$ cat config.mk
export PLATFORM = sky130hd
export DESIGN_NAME = reset_release_sequencer
export DESIGN_NICKNAME = d
export VERILOG_FILES = /design/src/rtl/reset_release_sequencer.sv
export SDC_FILE = /design/constraint.sdc
export NUM_CORES = 1
export LEC_CHECK = 0
export BUFFER_PORTS_ARGS = -buffer_cell sky130_fd_sc_hd__buf_2
export CAP_MARGIN = 30
export CORE_MARGIN = 2
export CORE_UTILIZATION = 40
export DETAILED_ROUTE_END_ITERATION = 8
export GPL_ROUTABILITY_DRIVEN = 0
export GPL_TIMING_DRIVEN = 0
export PLACE_DENSITY_LB_ADDON = 0.1
export SLEW_MARGIN = 10
export SYNTH_ARGS = -nofsm -noshare
export SYNTH_HDL_FRONTEND = slang
export SYNTH_SLANG_ARGS = --single-unit
$ cat constraint.sdc
create_clock -name CLK -period 2.6 [get_ports CLK]
set_input_delay 0.39 -clock CLK [delete_from_list [all_inputs] [get_ports CLK]]
set_output_delay 0.39 -clock CLK [all_outputs]
set_load 0.05 [all_outputs]
$ cat src/rtl/reset_release_sequencer.sv
// rtl/reset_release_sequencer.sv - ordered, spaced release of downstream resets after POR
// Synchronises RST_N deassertion, holds, then releases rst_out_n bits one by one.
module reset_release_sequencer #(
   parameter int SYNC_STAGES = 2,
   parameter int HOLD_CYCLES = 16,
   parameter int NUM_OUTPUTS = 4,
   parameter int GAP_CYCLES  = 8
) (
   input  logic                   CLK,
   input  logic                   RST_N,
   input  logic                   soft_reset_req,
   output logic [NUM_OUTPUTS-1:0] rst_out_n,
   output logic                   ready
);

   localparam int MAX_CNT = (HOLD_CYCLES > GAP_CYCLES) ? HOLD_CYCLES : GAP_CYCLES;
   localparam int CNT_W   = $clog2(MAX_CNT + 1);
   localparam int IDX_W   = $clog2(NUM_OUTPUTS + 1);

   localparam logic [CNT_W-1:0] HOLD_LAST = CNT_W'(HOLD_CYCLES - 1);
   localparam logic [CNT_W-1:0] GAP_LAST  = CNT_W'(GAP_CYCLES - 1);
   localparam logic [IDX_W-1:0] IDX_DONE  = IDX_W'(NUM_OUTPUTS);

   typedef enum logic [1:0] {
      ST_SYNC,
      ST_HOLD,
      ST_RELEASE,
      ST_READY
   } state_t;

   state_t                   state_q, state_d;
   logic [SYNC_STAGES-1:0]   sync_q, sync_d;
   logic [CNT_W-1:0]         cnt_q, cnt_d, cnt_inc;
   logic [IDX_W-1:0]         idx_q, idx_d;
   logic [NUM_OUTPUTS-1:0]   rst_q, rst_d;
   logic                     ready_q, ready_d;

   assign sync_d  = {sync_q[SYNC_STAGES-2:0], 1'b1};
   assign cnt_inc = (cnt_q == '1) ? cnt_q : cnt_q + 1'b1;

   always_ff @(posedge CLK or negedge RST_N) begin
      if (!RST_N) begin
         sync_q  <= '0;
         state_q <= ST_SYNC;
         cnt_q   <= '0;
         idx_q   <= '0;
         rst_q   <= '0;
         ready_q <= 1'b0;
      end else begin
         sync_q  <= sync_d;
         state_q <= state_d;
         cnt_q   <= cnt_d;
         idx_q   <= idx_d;
         rst_q   <= rst_d;
         ready_q <= ready_d;
      end
   end

   always_comb begin
      state_d = state_q;
      cnt_d   = cnt_q;
      idx_d   = idx_q;
      rst_d   = rst_q;
      ready_d = ready_q;

      if (state_q != ST_SYNC && soft_reset_req) begin
         state_d = ST_HOLD;
         cnt_d   = '0;
         idx_d   = '0;
         rst_d   = '0;
         ready_d = 1'b0;
      end else begin
         case (state_q)
            // Leave SYNC on the same edge that sets the last synchroniser stage.
            ST_SYNC: begin
               if (sync_q[SYNC_STAGES-2]) begin
                  state_d = ST_HOLD;
                  cnt_d   = '0;
               end
            end
            ST_HOLD: begin
               if (cnt_q >= HOLD_LAST && sync_q[SYNC_STAGES-1]) begin
                  rst_d[0] = 1'b1;
                  idx_d    = IDX_W'(1);
                  cnt_d    = '0;
                  state_d  = ST_RELEASE;
               end else begin
                  cnt_d = cnt_inc;
               end
            end
            ST_RELEASE: begin
               if (idx_q == IDX_DONE) begin
                  ready_d = 1'b1;
                  state_d = ST_READY;
               end else if (cnt_q >= GAP_LAST) begin
                  for (int k = 0; k < NUM_OUTPUTS; k++) begin
                     if (idx_q == IDX_W'(k)) rst_d[k] = 1'b1;
                  end
                  idx_d = idx_q + 1'b1;
                  cnt_d = '0;
               end else begin
                  cnt_d = cnt_inc;
               end
            end
            ST_READY: begin
            end
            default: state_d = ST_SYNC;
         endcase
      end
   end

   assign rst_out_n = rst_q;
   assign ready     = ready_q;

endmodule

==> Yosys cells after proc, flatten, opt, wreduce, memory -nomap -nowiden <==
Index checks and enable logic that the tools add are counted.
{ "classes": {"reduce_logical": 21, "n_shift": 0, "eq_ne": 14, "n_addsub": 2, "order_cmp": 2, "mux": 30, "div_mod_pow": 0, "n_mul": 0, "bitwise_logic": 0} }
{ "ops": {"columns": ["op", "count"], "rows": [
  ["$mux 5", 6],
  ["$reduce_and 4->1", 5],
  ["$ne 3x3->1 const B", 6],
  ["$mux 3", 5],
  ["$pmux 5 s3", 1],
  ["$reduce_bool 2->1", 7],
  ["$mux 4", 3],
  ["$mux 1", 8],
  ["$mux 2", 4],
  ["$eq 3x2->1 const B", 2],
  ["$pmux 2 s3", 1],
  ["$pmux 3 s2", 1],
  ["$add 5x1->5 const B", 1],
  ["$eq 5x5->1 const B", 1],
  ["$ge 5x3->1 const B", 1],
  ["$ge 5x4->1 const B", 1],
  ["$reduce_and 5->1", 1],
  ["$reduce_bool 4->1", 1],
  ["$add 3x1->3 const B", 1],
  ["$eq 3x1->1 const B", 1],
  ["$eq 3x3->1 const B", 1],
  ["$logic_not 3->1", 1],
  ["$reduce_and 3->1", 1],
  ["$reduce_bool 3->1", 1],
  ["7 further kinds", 8]
]} }
{ "word_totals": {"ff_bits": 17, "latchBits": 0, "word_cells": 78, "mem_count": 0, "ramBits": 0, "mem_bits_ro": 0} }

==> Logic depth before layout (Yosys ltp) <==
{ "logic_depth": {"depth_word": 6, "mapped_depth": 8} }

==> Worst setup path after synthesis <==
OpenSTA, ideal clock, no wires.
{ "synth_timing": {"path_kind": "register -> register", "from": "reg state_q[0]", "to": "reg idx_q[2]", "period_less_slack_ns": 1.805, "setup_time_ns": 0.076, "stages_incl_launch_ff": 8, "arrival_time_ns": 1.728, "required_ns": 2.524, "setup_slack_ns": 0.795, "cell_sequence": "dfrtp_1 inv_1 ha_1 nand2b_1 clkbuf_1 a21o_1 or4_1 o21ai_1"} }
{ "synth_via": {"elab_chain_len": 4, "word_cells_on_any_way": 11} }
{ "synth_rtl": {"columns": ["element", "line", "rtl"], "rows": [
  ["start, declared", "31", "state_t state_q, state_d;"],
  ["start signal, assigned", "51", "state_q <= state_d;"],
  ["$reduce_bool 2->1", "66", "if (state_q != ST_SYNC && soft_reset_req) begin"],
  ["$logic_and 1x1->1", "66", null],
  ["$ne 3x3->1 (no source line) or $reduce_bool 3->1 (tied branches)", null, null],
  ["$reduce_and 4->1 (no source line)", null, null],
  ["end signal, assigned", "53", "idx_q <= idx_d;"],
  ["end, declared", "34", "logic [IDX_W-1:0] idx_q, idx_d;"]
]} }
Parallel ways exist; a longest one is shown, timed or not.
A chain may end at the register's enable or synchronous reset.

==> Final worst setup path <==
{ "layout_timing": {"from": "reg state_q[0]", "to": "reg cnt_q[0]"} }
{ "layout_via": {"elab_chain_len": 4, "word_cells_on_any_way": 11} }
{ "layout_rtl": {"columns": ["element", "line", "rtl"], "rows": [
  ["$reduce_bool 2->1", "66", null],
  ["$logic_and 1x1->1", "66", null],
  ["$ne 3x3->1 (no source line) or $reduce_bool 4->1 (tied branches)", null, null],
  ["$reduce_and 3->1 (no source line)", null, null],
  ["end signal, assigned", "52", "cnt_q <= cnt_d;"],
  ["end, declared", "33", "logic [CNT_W-1:0] cnt_q, cnt_d, cnt_inc;"]
]} }
Parallel ways exist; a longest one is shown, timed or not.

==> impl_metrics.csv <==
group,metric,value,unit
status,outcome,"finished with violations",
status,violations,"negative hold slack",
layout,finalNetCount,123,
logic_synthesis,synth_top_family_by_area,"compound AO/OA/AOI/OAI gates",
floorplan,row_count,17,
sta,fin_skew,10.6,ps
clocking,clkSinkCount,17,
layout,synthToLayoutAreaGrowth,10.0,%
floorplan,core_area,2250,um2
setup_path,arrival,2190,ps
setup_path,required,2780,ps
global_routing,grt_pass1_wl,3.20,mm
logic_synthesis,yosys.area_share.simple,14.2,%
layout,num_antenna_cells,0,
setup_path,rrSetupSlack,590,ps
floorplan,die_y,53.3,um
global_routing,grt_pass1_vias,739,
logic_synthesis,yosys.cell_types.count,36,
layout,drive_gt1_share,14.5,%
sta,rsz0062_at_grt,"no",
routing,vias,775,
layout,stdcell_area,1070,um2
sta,fin_crit_sh,77.3,%
logic_synthesis,synth-seq-area-share,43.8,%
setup_path,path_max_fanout,8,
layout,fillers,226,
routing,drtPass1Iterations,4,
logic_synthesis,syn-instance-count,99,
place,dpl.hpwl,1.42,mm
clocking,htreeDepth,1,
routing,post_drt_wl_per_cell,13.6,um
logic_synthesis,synthMuxAreaShare,3.22,%
logic_synthesis,synth_xor_area_share,0,%
routing,vias_per_cell,5.62,
setup_path,critical_path_class,"reg -> reg",
power,p_leak,0.519,nW
floorplan,start_util,43.1,%
logic_synthesis,synth_compound_area_share,23.4,%
global_routing,antenna_found_initial,0,
routing,drcViolationCount,0,
sta,setup_viol_count_final,0,
sta,post-route-min-period,2010,ps
sta,slew_violations,0,
clocking,cts_resized,0,
logic_synthesis,async_reset_ff_share,100,%
worst_hold_path,holdCritPathClass,"in -> async",
logic_synthesis,synthAdderAreaFrac,11.6,%
sta,fin_setup_tns,0,ps
setup_path,cp-start-kind,"flop",
sta,timing.hold.ws,-10.3,ps
setup_path,r2r_end,"cnt_q[0]$_DFFE_PN0P_",
logic_synthesis,syn_avg_cell_area,9.82,um2
routing,antenna_left,0,
clocking,cts_buffer_depth,2,
floorplan,ios,8,
global_routing,grt_overflow,0,
floorplan,fp.dieW,53.3,um
logic_synthesis,syn-cell-area,972,um2
logic_synthesis,synth_fp_nets,111,
clocking,cts_setup_buffers,0,
logic_synthesis,synth-seq-cells,17,
sta,finalHoldViolCount,10,
sta,fmax,498,MHz
logic_synthesis,yosys_warnings,0,
clocking,clock_latency,300,ps
setup_path,reg2regPathDepth,7,
routing,wl,1.87,mm
place,port_buffers,7,
global_routing,grt_usage,15.6,%
logic_synthesis,synth_edf_count,0,
clocking,hold_buffers,0,
layout,post-route-util,47.4,%
floorplan,die-area,2840,um2
clocking,cts_tree,"built",
power,power_density,822,nW/um2
clocking,path_clk_slew,110,ps
setup_path,crit_path_end_kind,"flop",
routing,drt_iter0_drc,23,
power,power.total,0.880,mW
global_routing,grt_max_degree,18,
clocking,root_buffer,"clkbuf_4",
job,drv_cap,0,
place,place_area,1040,um2
logic_synthesis,ys.flop_type,"dfrtp_1",
clocking,cts_buffers,3,
power,worst_ir_drop_vdd,489,uV
setup_path,r2r_start,"state_q[0]$_DFFE_PN0P_",
synth_stat cells, drive strengths merged (2+ instances only):
library cell	count	share of area, %
ha	9	12
nand2	6	2.3
and3	2	1.4
a31oi	2	1.3
dfrtp	17	44
nor2b	2	1.3
nand4	2	1.3
a21oi	11	6.0
inv	8	3.1
a21boi	2	1.5
o22a	2	1.9
o2bb2ai	2	1.8
mux2i	2	2.1
nor2	7	2.7
nand3	5	2.6
o21ai	2	1.0
a41oi	3	2.7
stage by stage:
stage	std cells	worst slack, ps
after floorplan	99	795
after global placement	134	618
after detailed placement	134	597
after CTS	138	584
after global routing	138	399
final	138	590
cell usage in the layout (no fill, tap or decap), drive strengths merged, types with 2 or more instances in the layout:
cell type and n:
ha 9, o2bb2ai 2, nand2 6, a31oi 2, a21boi 2, inv 8, nor2b 2, nand3 5
o22a 2, nand4 2, and3 2, clkbuf 4, mux2i 2, a41oi 3, a21oi 11, nor2 7
buf 7, dfrtp 17, o21ai 2
power breakdown:
part / leakage [nW] / switching, mW / internal, mW
clock network: 0.0177 / 0.0889 / 0.0573
logic: 0.279 / 0.230 / 0.152
registers: 0.222 / 0.0463 / 0.306
total: 0.519 / 0.365 / 0.515
final cells by class:
class / instances / area (um2) / share of cell area, %
inverters: 8 / 30.0 / 2.81
plain buffers: 1 / 3.75 / 0.351
clock buffers: 3 / 22.5 / 2.11
repair buffers: 7 / 35.0 / 3.27
flip-flops and latches: 17 / 425 / 39.8
well taps: 28 / 35.0 / 3.27
clock inverters: 1 / 5.00 / 0.468
multi-input cells: 73 / 513 / 48.0
flip-flops by register name, summed over array words and instances, names as in the netlist:
register and flops:
cnt_q 5, idx_q 3, ready 1, rst_out_n 4
state_q 2, sync_q 2
how the worst max path moves through the flow:
stage	start	to	slack (ps)
final	state_q[0]$_DFFE_PN0P_	cnt_q[0]$_DFFE_PN0P_	590
after global routing	state_q[0]$_DFFE_PN0P_	cnt_q[1]$_DFFE_PN0P_	400
after CTS	state_q[0]$_DFFE_PN0P_	cnt_q[0]$_DFFE_PN0P_	580
after detailed placement	state_q[0]$_DFFE_PN0P_	cnt_q[0]$_DFFE_PN0P_	600
after global placement	state_q[0]$_DFFE_PN0P_	cnt_q[1]$_DFFE_PN0P_	620
after floorplan	state_q[0]$_DFFE_PN0P_	idx_q[2]$_DFFE_PN0P_	800
worst max-delay path, cell delays in order, from the launching register on:
cell,delay [ps]
dfrtp_1,430
inv_1,100
ha_1,240
nor2b_1,140
a21oi_1,270
o21a_1,340
a21boi_0,270
mux2i_1,110
per-layer routing:
layer	wire length, um	vias up	GRT usage [%]
met5	0	-	0
met1	900	362	20.5
met4	14	0	2.56
li1	-	389	-
met3	114	2	5.65
met2	845	22	24.7
cells by family (layout without fill, tap and decap cells):
| group | count (synthesis) | after routing |
|---|---|---|
| simple gates | 28 | 28 |
| other cells | 1 | 1 |
| flops | 17 | 17 |
| mux | 3 | 3 |
| compound gates | 32 | 32 |
| buf+inv | 9 | 20 |
| fa+ha+maj | 9 | 9 |
Power figures use the tool's default switching activity.
